<file path="src/rtl/prog_loader.sv">
// Serial program loader: receives START/LEN/payload/CSUM frames, writes the
// payload into instruction memory and holds the CPU in reset until a frame verifies.
module prog_loader #(
    parameter logic [7:0]  START_BYTE = 8'hA5,
    parameter logic [7:0]  BASE_ADDR  = 8'h00,
    parameter logic [15:0] TIMEOUT    = 16'd1000
) (
    input  logic       clk,
    input  logic       rst,
    input  logic [7:0] rx_data,
    input  logic       rx_valid,
    output logic       rx_ready,
    output logic [7:0] mem_addr,
    output logic [7:0] mem_wdata,
    output logic       mem_we,
    output logic       cpu_hold,
    output logic       load_done,
    output logic       load_err
);

    typedef enum logic [2:0] {
        S_IDLE = 3'd0,
        S_LEN  = 3'd1,
        S_DATA = 3'd2,
        S_CSUM = 3'd3,
        S_RUN  = 3'd4
    } state_t;

    state_t state_reg, state_next;

    logic        rx_ready_reg;
    logic [7:0]  mem_addr_reg,  mem_addr_next;
    logic [7:0]  mem_wdata_reg, mem_wdata_next;
    logic        mem_we_reg,    mem_we_next;
    logic        cpu_hold_reg,  cpu_hold_next;
    logic        load_done_reg, load_done_next;
    logic        load_err_reg,  load_err_next;

    logic [8:0]  count_reg, count_next;
    logic [7:0]  addr_reg,  addr_next;
    logic [7:0]  sum_reg,   sum_next;
    logic [15:0] timer_reg, timer_next;

    logic accept;
    logic in_frame;
    logic timed_out;
    logic is_start;
    logic last_byte;
    logic csum_ok;

    assign accept    = rx_valid && rx_ready_reg;
    assign in_frame  = (state_reg == S_LEN) || (state_reg == S_DATA) || (state_reg == S_CSUM);
    // The timer counts idle cycles already spent; the cycle that would make it
    // reach TIMEOUT aborts the frame instead.
    assign timed_out = in_frame && !accept && (timer_reg == (TIMEOUT - 16'd1));
    assign is_start  = (rx_data == START_BYTE);
    assign last_byte = (count_reg == 9'd1);
    assign csum_ok   = (rx_data == sum_reg);

    // State register
    always_ff @(posedge clk) begin
        if (rst) begin
            state_reg <= S_IDLE;
        end else begin
            state_reg <= state_next;
        end
    end

    // Next-state logic
    always_comb begin
        state_next = state_reg;
        case (state_reg)
            S_IDLE: begin
                if (accept && is_start) begin
                    state_next = S_LEN;
                end
            end
            S_LEN: begin
                if (accept) begin
                    state_next = S_DATA;
                end else if (timed_out) begin
                    state_next = S_IDLE;
                end
            end
            S_DATA: begin
                if (accept && last_byte) begin
                    state_next = S_CSUM;
                end else if (timed_out) begin
                    state_next = S_IDLE;
                end
            end
            S_CSUM: begin
                if (accept) begin
                    state_next = csum_ok ? S_RUN : S_IDLE;
                end else if (timed_out) begin
                    state_next = S_IDLE;
                end
            end
            S_RUN: begin
                if (accept && is_start) begin
                    state_next = S_LEN;
                end
            end
            default: state_next = S_IDLE;
        endcase
    end

    // Output and datapath next-value logic
    always_comb begin
        mem_addr_next  = mem_addr_reg;
        mem_wdata_next = mem_wdata_reg;
        mem_we_next    = 1'b0;
        cpu_hold_next  = cpu_hold_reg;
        load_done_next = 1'b0;
        load_err_next  = load_err_reg;
        count_next     = count_reg;
        addr_next      = addr_reg;
        sum_next       = sum_reg;
        timer_next     = 16'd0;

        if (in_frame && !accept && !timed_out) begin
            timer_next = timer_reg + 16'd1;
        end

        case (state_reg)
            S_IDLE: begin
                if (accept && is_start) begin
                    load_err_next = 1'b0;
                    cpu_hold_next = 1'b1;
                end
            end
            S_LEN: begin
                if (accept) begin
                    count_next = (rx_data == 8'd0) ? 9'd256 : {1'b0, rx_data};
                    addr_next  = BASE_ADDR;
                    sum_next   = 8'd0;
                end
            end
            S_DATA: begin
                if (accept) begin
                    mem_we_next    = 1'b1;
                    mem_addr_next  = addr_reg;
                    mem_wdata_next = rx_data;
                    addr_next      = addr_reg + 8'd1;
                    sum_next       = sum_reg + rx_data;
                    count_next     = count_reg - 9'd1;
                end
            end
            S_CSUM: begin
                if (accept) begin
                    if (csum_ok) begin
                        load_done_next = 1'b1;
                        cpu_hold_next  = 1'b0;
                    end else begin
                        load_err_next  = 1'b1;
                        cpu_hold_next  = 1'b1;
                    end
                end
            end
            S_RUN: begin
                cpu_hold_next = 1'b0;
                if (accept && is_start) begin
                    cpu_hold_next = 1'b1;
                end
            end
            default: ;
        endcase

        // An aborted frame keeps the CPU held; partially written memory stays
        // but is never executed.
        if (timed_out) begin
            load_err_next = 1'b1;
            cpu_hold_next = 1'b1;
        end
    end

    always_ff @(posedge clk) begin
        if (rst) begin
            rx_ready_reg  <= 1'b0;
            mem_addr_reg  <= BASE_ADDR;
            mem_wdata_reg <= 8'd0;
            mem_we_reg    <= 1'b0;
            cpu_hold_reg  <= 1'b1;
            load_done_reg <= 1'b0;
            load_err_reg  <= 1'b0;
            count_reg     <= 9'd0;
            addr_reg      <= BASE_ADDR;
            sum_reg       <= 8'd0;
            timer_reg     <= 16'd0;
        end else begin
            rx_ready_reg  <= 1'b1;
            mem_addr_reg  <= mem_addr_next;
            mem_wdata_reg <= mem_wdata_next;
            mem_we_reg    <= mem_we_next;
            cpu_hold_reg  <= cpu_hold_next;
            load_done_reg <= load_done_next;
            load_err_reg  <= load_err_next;
            count_reg     <= count_next;
            addr_reg      <= addr_next;
            sum_reg       <= sum_next;
            timer_reg     <= timer_next;
        end
    end

    assign rx_ready  = rx_ready_reg;
    assign mem_addr  = mem_addr_reg;
    assign mem_wdata = mem_wdata_reg;
    assign mem_we    = mem_we_reg;
    assign cpu_hold  = cpu_hold_reg;
    assign load_done = load_done_reg;
    assign load_err  = load_err_reg;

endmodule

</file>
<file path="config.mk">
export PLATFORM = sky130hd
export DESIGN_NAME = prog_loader
export DESIGN_NICKNAME = d
export VERILOG_FILES = /design/src/rtl/prog_loader.sv
export SDC_FILE = /design/constraint.sdc
export NUM_CORES = 1
export LEC_CHECK = 0
export ABC_CLOCK_PERIOD_IN_PS = 5320
export BUFFER_PORTS_ARGS = -buffer_cell sky130_fd_sc_hd__buf_2
export CORE_UTILIZATION = 50
export CTS_CLUSTER_DIAMETER = 120
export CTS_CLUSTER_SIZE = 28
export DETAILED_ROUTE_END_ITERATION = 7
export PLACE_DENSITY = 0.79
export SLEW_MARGIN = 0
export SYNTH_ARGS = -nofsm -noshare
export SYNTH_HDL_FRONTEND = slang
export SYNTH_SLANG_ARGS = --single-unit
</file>
<file path="constraint.sdc">
create_clock -name clk -period 5.32 [get_ports clk]
set_clock_uncertainty 0.05 [all_clocks]
set_input_delay 0.532 -clock clk [delete_from_list [all_inputs] [get_ports clk]]
set_output_delay 0.532 -clock clk [all_outputs]
set_load 0.03 [all_outputs]
</file>
==> flow_summary.json, run 1 <==
{
  "outcome": "finished, final reports clean",
  "grt_max_degree": 48,
  "regToRegSetupSlack_ns": 2.51,
  "design.die.area_um2": 6640,
  "worst_skew_pair.late_latency_ns": 0.34,
  "final-seq-area_um2": 1300,
  "htree_num_levels": 3,
  "largest_register_ffs": 16,
  "vias_in_the_first_global_route": 2626,
  "number_of_i_o_port_buffers": 31,
  "power_leakage_uw": 0.00133,
  "hold_path.class": "reg -> reg",
  "clkTransAtPathRegs_ns": 0.07,
  "final_wl_um": 6830,
  "worst_setup_path_end_kind": "register",
  "hold_depth": 2,
  "place.detailed.hpwl_um": 4760,
  "reg2regPathDepth": 5,
  "route.vias.total": 2832,
  "power.density_cell_area_nw_per_um2": 273,
  "place.gp.congestion": 0.891,
  "number_of_synthesized_flops_with_an_enable_pin": 0,
  "detailedRoute.firstPassIterationCount": 4,
  "syn_area_per_cell_um2": 8.19,
  "period_minus_slack_ns": 2.81,
  "cap_viol_max_count": 0,
  "crit_slowest_cell": "sky130_fd_sc_hd__nor3b_2",
  "cp_slowest_stage_delay_ns": 0.73,
  "wire_length_of_the_first_global_routing_pass_um": 11500,
  "yosys_warnings": 0,
  "synth-async-reset-ratio": 0,
  "multi_input_comb_area_um2": 1750,
  "synth_top_flop_cell": "sky130_fd_sc_hd__dfxtp_1",
  "post-route-drc-count": 0,
  "timing.fmax_mhz": 356,
  "cts_setup_buffers": 0,
  "slew_headroom": 0.270,
  "postCtsResizedCells": 0,
  "dieHeight_um": 81.5,
  "hold_path_end": "mem_wdata[6]",
  "synth.net_count": 409,
  "netlist_instances": 386,
  "regToRegEndpoint": "sum_reg[7]",
  "critical_path_peak_fanout": 23,
  "core_area_um2": 6030,
  "via_per_inst": 5.79,
  "yosys_register_bits": 65,
  "power.ir.vdd_worst_v": 0.000175,
  "setup_viol": 0,
  "slew_viols_final": 0,
  "worst-setup-path-type": "reg -> reg",
  "tritoncts.num_buffers": 9,
  "critical_path.cell_chain": "nor3b_2 -> nand2_1 -> nor2_2 -> o21ai_1 -> a22oi_1",
  "first_iter_violations": 161,
  "starting_density": 0.525,
  "grt_setup_unrepaired": "false",
  "holdWs_ns": 0.403,
  "cts_tree": "done",
  "synth.cell_area_um2": 3160,
  "synth_sequential_area_ratio": 0.412,
  "final-hold-violation-count": 0,
  "fin_crit_sh": 0.528,
  "final_net_count": 432,
  "worstMarginPinSlew_ns": 1.09,
  "num_antenna_cells": 0,
  "wp_data_arrival_ns": 3.02,
  "boundaryPins": 32,
  "drive_gt1_frac": 0.130,
  "cp_data_required_time_ns": 5.53,
  "tns_ns": 0,
  "row_count": 28,
  "fp.dieW_um": 81.5,
  "number_of_filler_cells_placed_in_the_layout": 531,
  "cts_num_sinks": 65,
  "remaining_overflow_grt": 0,
  "cts_max_path_buffers": 2,
  "postRouteAntennaNets": 0,
  "antenna_found_initial": 0,
  "critPathLaunchType": "register",
  "ys_types": 53,
  "clockRootBuffer": "sky130_fd_sc_hd__clkbuf_8",
  "drt-wirelength-per-cell_um": 14.0,
  "worstHoldStart": "mem_wdata[6]",
  "cts_hold_buffers": 0,
  "global_route.usage.total": 0.227,
  "layout-area-overhead-vs-synth_pct": 11.9,
  "rr_startpoint": "state_reg[1]"
}
==> worst max path at each step <==
stage	from	end	slack [ns]	depth (start not counted)
after global placement	state_reg[1]	sum_reg[7]	2.68	5
after global routing	state_reg[2]	sum_reg[7]	2.26	5
after detailed placement	state_reg[1]	sum_reg[7]	2.56	5
after CTS	state_reg[1]	sum_reg[7]	2.55	5
final	state_reg[1]	sum_reg[7]	2.51	5
after floorplan	rx_data[6]	cpu_hold	3.32	5
==> worst max-delay path, delay by kind of cell, from the launching register on <==
kind	cells	cell delay, ns
AOI/OAI and AO/OA	2	0.31
DFF	1	0.44
and+or+nand+nor	3	1.91
==> metrics by stage <==
step	total power [uW]	util	area (um2)	std cells	worst slack [ns]
2_1_floorplan	519	-	3160	386	3.32
3_3_place_gp	532	0.552	3330	473	2.68
3_5_place_dp	532	0.552	3330	473	2.56
4_1_cts	971	0.587	3540	489	2.55
5_1_grt	1000	0.587	3540	489	2.26
6_report	966	0.587	3540	489	2.51
==> cell type report <==
class | instances | share of cell area
Clock buffer | 10 | 0.0361
Inverter | 8 | 0.00849
Multi-Input combinational cell | 294 | 0.494
Sequential cell | 65 | 0.368
Clock inverter | 6 | 0.0234
Timing Repair Buffer | 31 | 0.0439
Tap cell | 75 | 0.0265
==> cell usage in the layout (no fill, tap or decap), drive strengths merged, types with 5 or more instances in the layout <==
master	count
dfxtp	65
nand2	58
nor2	49
a21oi	33
buf	31
o21ai	19
nand3	13
xor2	12
ha	11
clkbuf	10
xnor2	9
nor3	9
inv	8
and3	8
nand4	6
a22oi	6
nor4	5
a22o	5
==> cell usage after synthesis, drive strengths merged, types with 3 or more instances <==
master   n  area share
nand3   13       0.021
xnor2    9       0.025
xor2    12       0.033
a22oi    6       0.014
clkbuf  11       0.013
inv      8      0.0095
dfxtp   65        0.41
nor4     5      0.0099
nor2    49       0.060
a211oi   4      0.0095
a31oi    3      0.0059
nor3b    4       0.011
ha      11       0.044
nand4    6       0.012
a311oi   3      0.0083
a41oi    4       0.011
o21ai   19       0.031
buf      8       0.014
and3     8       0.016
nand2   58       0.069
a21oi   33       0.052
a22o     5       0.014
nor3     9       0.019
o21a     3      0.0071
nand3b   4      0.0095
==> cell families (layout without fill, tap and decap cells) <==
logic type / Yosys count / in the layout / share of synthesized area
compound gates: 90 / 90 / 0.179
buf+inv: 27 / 55 / 0.0368
xor+xnor: 21 / 21 / 0.0582
simple gates: 171 / 171 / 0.264
fa+ha+maj: 12 / 12 / 0.0499
flops: 65 / 65 / 0.412
==> power by group <==
part	switching, uW	total, uW	internal, uW
logic	23.8	34.0	10.3
registers	0.553	487	487
clock network	183	445	261
==> layer usage <==
| layer | track usage | share of wire |
|---|---|---|
| met3 | 0.0689 | 0.036 |
| met1 | 0.277 | 0.46 |
| met2 | 0.372 | 0.49 |
| met4 | 0.0857 | 0.016 |
| met5 | 0 | 0 |
No activity file was read; power rests on OpenSTA's default activity.
==> run 2: changes to the inputs <==
--- a/config.mk
+++ b/config.mk
@@ -5,13 +5,14 @@
 export SDC_FILE = /design/constraint.sdc
 export NUM_CORES = 1
 export LEC_CHECK = 0
-export ABC_CLOCK_PERIOD_IN_PS = 5320
+export ABC_AREA = 1
+export ABC_CLOCK_PERIOD_IN_PS = 2400
 export BUFFER_PORTS_ARGS = -buffer_cell sky130_fd_sc_hd__buf_2
 export CORE_UTILIZATION = 50
 export CTS_CLUSTER_DIAMETER = 120
 export CTS_CLUSTER_SIZE = 28
 export DETAILED_ROUTE_END_ITERATION = 7
-export PLACE_DENSITY = 0.79
+export PLACE_DENSITY = 0.82
 export SLEW_MARGIN = 0
 export SYNTH_ARGS = -nofsm -noshare
 export SYNTH_HDL_FRONTEND = slang
==> constraint.sdc (replaced) <==
create_clock -name clk -period 2.4 [get_ports clk]
set_clock_uncertainty 0.05 [all_clocks]
set_input_delay 0.24 -clock clk [delete_from_list [all_inputs] [get_ports clk]]
set_output_delay 0.24 -clock clk [all_outputs]
set_load 0.03 [all_outputs]
==> run 2 against run 1 <==
Against the previous run:
- synthesized cell count rose by 23%
- sequential cell count did not move
- sequential share of layout area fell by 1.9 points
- power rose by 120%
- area after synthesis rose by 5.8%
- maximum frequency rose by 45%
- utilization fell by 0.24 points
==> flow_summary.json, run 2 <==
{
  "starting_density": 0.524,
  "boundaryPins": 32,
  "worst-setup-path-type": "reg -> reg",
  "placed_area_um2": 3530,
  "multi_input_comb_area_um2": 1770,
  "mostFrequentLayoutCell": "sky130_fd_sc_hd__nand2_1",
  "route.vias.total": 3285,
  "via_per_inst": 5.60,
  "row_count": 29,
  "vias_in_the_first_global_route": 2899,
  "synth.cell_area_um2": 3340,
  "synth-async-reset-ratio": 0,
  "yosys_register_bits": 65,
  "fp.dieW_um": 83.8,
  "grt_max_degree": 32,
  "number_of_i_o_port_buffers": 31,
  "synth_top_cell_area_share": 0.389,
  "num_antenna_cells": 0,
  "synth.net_count": 499,
  "number_of_filler_cells_placed_in_the_layout": 584,
  "clockRootBuffer": "sky130_fd_sc_hd__clkbuf_8",
  "rr_startpoint": "state_reg[1]",
  "cts_max_path_buffers": 2,
  "final_net_count": 528,
  "fin_crit_sh": 0.809,
  "period_minus_slack_ns": 1.94,
  "setup_viol": 0,
  "final-hold-violation-count": 0,
  "power.density_cell_area_nw_per_um2": 562,
  "post_synth_most_frequent_cells": "sky130_fd_sc_hd__nand2_1, sky130_fd_sc_hd__nor2_1, sky130_fd_sc_hd__dfxtp_1",
  "worst_skew_pair.late_latency_ns": 0.35,
  "grt_setup_unrepaired": "false",
  "slew_viols_final": 0,
  "ys_types": 39,
  "place.detailed.hpwl_um": 5250,
  "cp_data_required_time_ns": 2.59,
  "cts_hold_buffers": 0,
  "global_route.usage.total": 0.226,
  "outcome": "finished, final reports clean",
  "netlist_instances": 476,
  "final_wl_um": 7600,
  "slew_headroom": 0.464,
  "worstMarginPinSlew_ns": 0.803,
  "synth_sequential_area_ratio": 0.389,
  "wp_data_arrival_ns": 2.13,
  "synth_area_leaders": "sky130_fd_sc_hd__dfxtp_1, sky130_fd_sc_hd__nand2_1, sky130_fd_sc_hd__nor2_1",
  "place.gp.congestion": 0.939,
  "worst_setup_path_startpoint": "state_reg[1]",
  "power.ir.vdd_worst_v": 0.000451,
  "synth_largest_area_cell": "sky130_fd_sc_hd__dfxtp_1",
  "synth_top_flop_cell": "sky130_fd_sc_hd__dfxtp_1",
  "detailedRoute.firstPassIterationCount": 7,
  "syn_area_per_cell_um2": 7.03,
  "wire_length_of_the_first_global_routing_pass_um": 12800,
  "critical_path_peak_fanout": 17,
  "tritoncts.num_buffers": 9,
  "number_of_synthesized_flops_with_an_enable_pin": 0,
  "first_iter_violations": 249,
  "layout-area-overhead-vs-synth_pct": 11.6,
  "drt-wirelength-per-cell_um": 12.9,
  "cts_tree": "done",
  "critPathLaunchType": "register",
  "largest_register_ffs": 16,
  "tns_ns": 0,
  "worstHoldStart": "rx_data[0]",
  "dieHeight_um": 83.8,
  "design.die.area_um2": 7020,
  "design_area_um2": 3730,
  "core_area_um2": 6390,
  "cts_num_sinks": 65,
  "remaining_overflow_grt": 0,
  "synthMostInstantiatedCell": "sky130_fd_sc_hd__nand2_1",
  "power_leakage_uw": 0.00167,
  "postCtsResizedCells": 0,
  "timing.fmax_mhz": 515,
  "post-route-drc-count": 0,
  "hold_path.class": "in -> reg",
  "layout.cells.most_common_list": "sky130_fd_sc_hd__nand2_1, sky130_fd_sc_hd__nor2_1, sky130_fd_sc_hd__dfxtp_1",
  "cts_setup_buffers": 0,
  "yosys_warnings": 0,
  "htree_num_levels": 3,
  "worst_setup_path_end_kind": "register",
  "drive_gt1_frac": 0.118,
  "final-seq-area_um2": 1300,
  "cap_viol_max_count": 0,
  "antenna_found_initial": 0,
  "postRouteAntennaNets": 0,
  "clkTransAtPathRegs_ns": 0.08
}
## run 2: cell types whose count changed in the layout (fill, tap and decap cells not counted), sizes merged, moves of 9 or more
cell / before / now
o21ai: 19 / 32
nor2: 49 / 72
xor2: 12 / 3
inv: 8 / 55
nand3: 13 / 34
nand2: 58 / 97
## run 2: logic make-up (layout without fill, tap and decap cells)
group / Yosys count / after routing / share of synthesized area
simple gates: 231 / 231 / 0.306
fa+ha+maj: 12 / 12 / 0.0471
xor+xnor: 5 / 5 / 0.0131
buf+inv: 67 / 101 / 0.0812
compound gates: 96 / 96 / 0.164
flops: 65 / 65 / 0.389
## run 2: final cells by class
class	count	area share
multi-input cells	344	0.475
flip-flops and latches	65	0.349
repair buffers	32	0.0436
inverters	53	0.0533
well taps	77	0.0258
clock buffers	9	0.0332
clock inverters	7	0.0208
## run 2: worst max-delay path, stage by stage (launching register included)
cell,delay [ns]
sky130_fd_sc_hd__dfxtp_1,0.44
sky130_fd_sc_hd__nand3_4,0.23
sky130_fd_sc_hd__nor2_8,0.24
sky130_fd_sc_hd__inv_2,0.17
sky130_fd_sc_hd__nand2_2,0.25
sky130_fd_sc_hd__o21ai_0,0.15
sky130_fd_sc_hd__inv_1,0.11
sky130_fd_sc_hd__o21a_1,0.14
sky130_fd_sc_hd__nor2_1,0.05
## run 2: final timing paths
path                  endpoint  slack, ns  cells after the start
setup / recovery  count_reg[5]       0.46                      8
hold reg to reg   timer_reg[0]       0.40                      1
setup reg to reg  count_reg[5]       0.46                      8
hold / removal    mem_wdata[0]       0.17                      3
## run 2: report_power, final
| part | total, uW | internal (uW) | switching, uW |
|---|---|---|---|
| Combinational | 74.5 | 19.9 | 54.6 |
| Sequential | 1080 | 1080 | 0.532 |
| Clock | 944 | 488 | 456 |
## run 2: through the flow
stage	utilization	setup slack (ns)	hold WS [ns]	power, uW	cells
after CTS	0.584	0.501	0.157	2110	587
after global routing	0.584	0.338	0.148	2180	587
after global placement	0.553	0.660	0.381	1180	571
after detailed placement	0.553	0.568	0.403	1180	571
after floorplan	-	0.767	0.325	1150	476
final	0.584	0.459	0.170	2100	587
## run 2: metal layers
metal | wire length, um | up-vias | track usage
li1 | - | 1644 | -
met1 | 3390 | 1493 | 0.291
met2 | 3540 | 125 | 0.359
met3 | 490 | 23 | 0.0643
met4 | 179 | 0 | 0.0847
met5 | 0 | - | 0
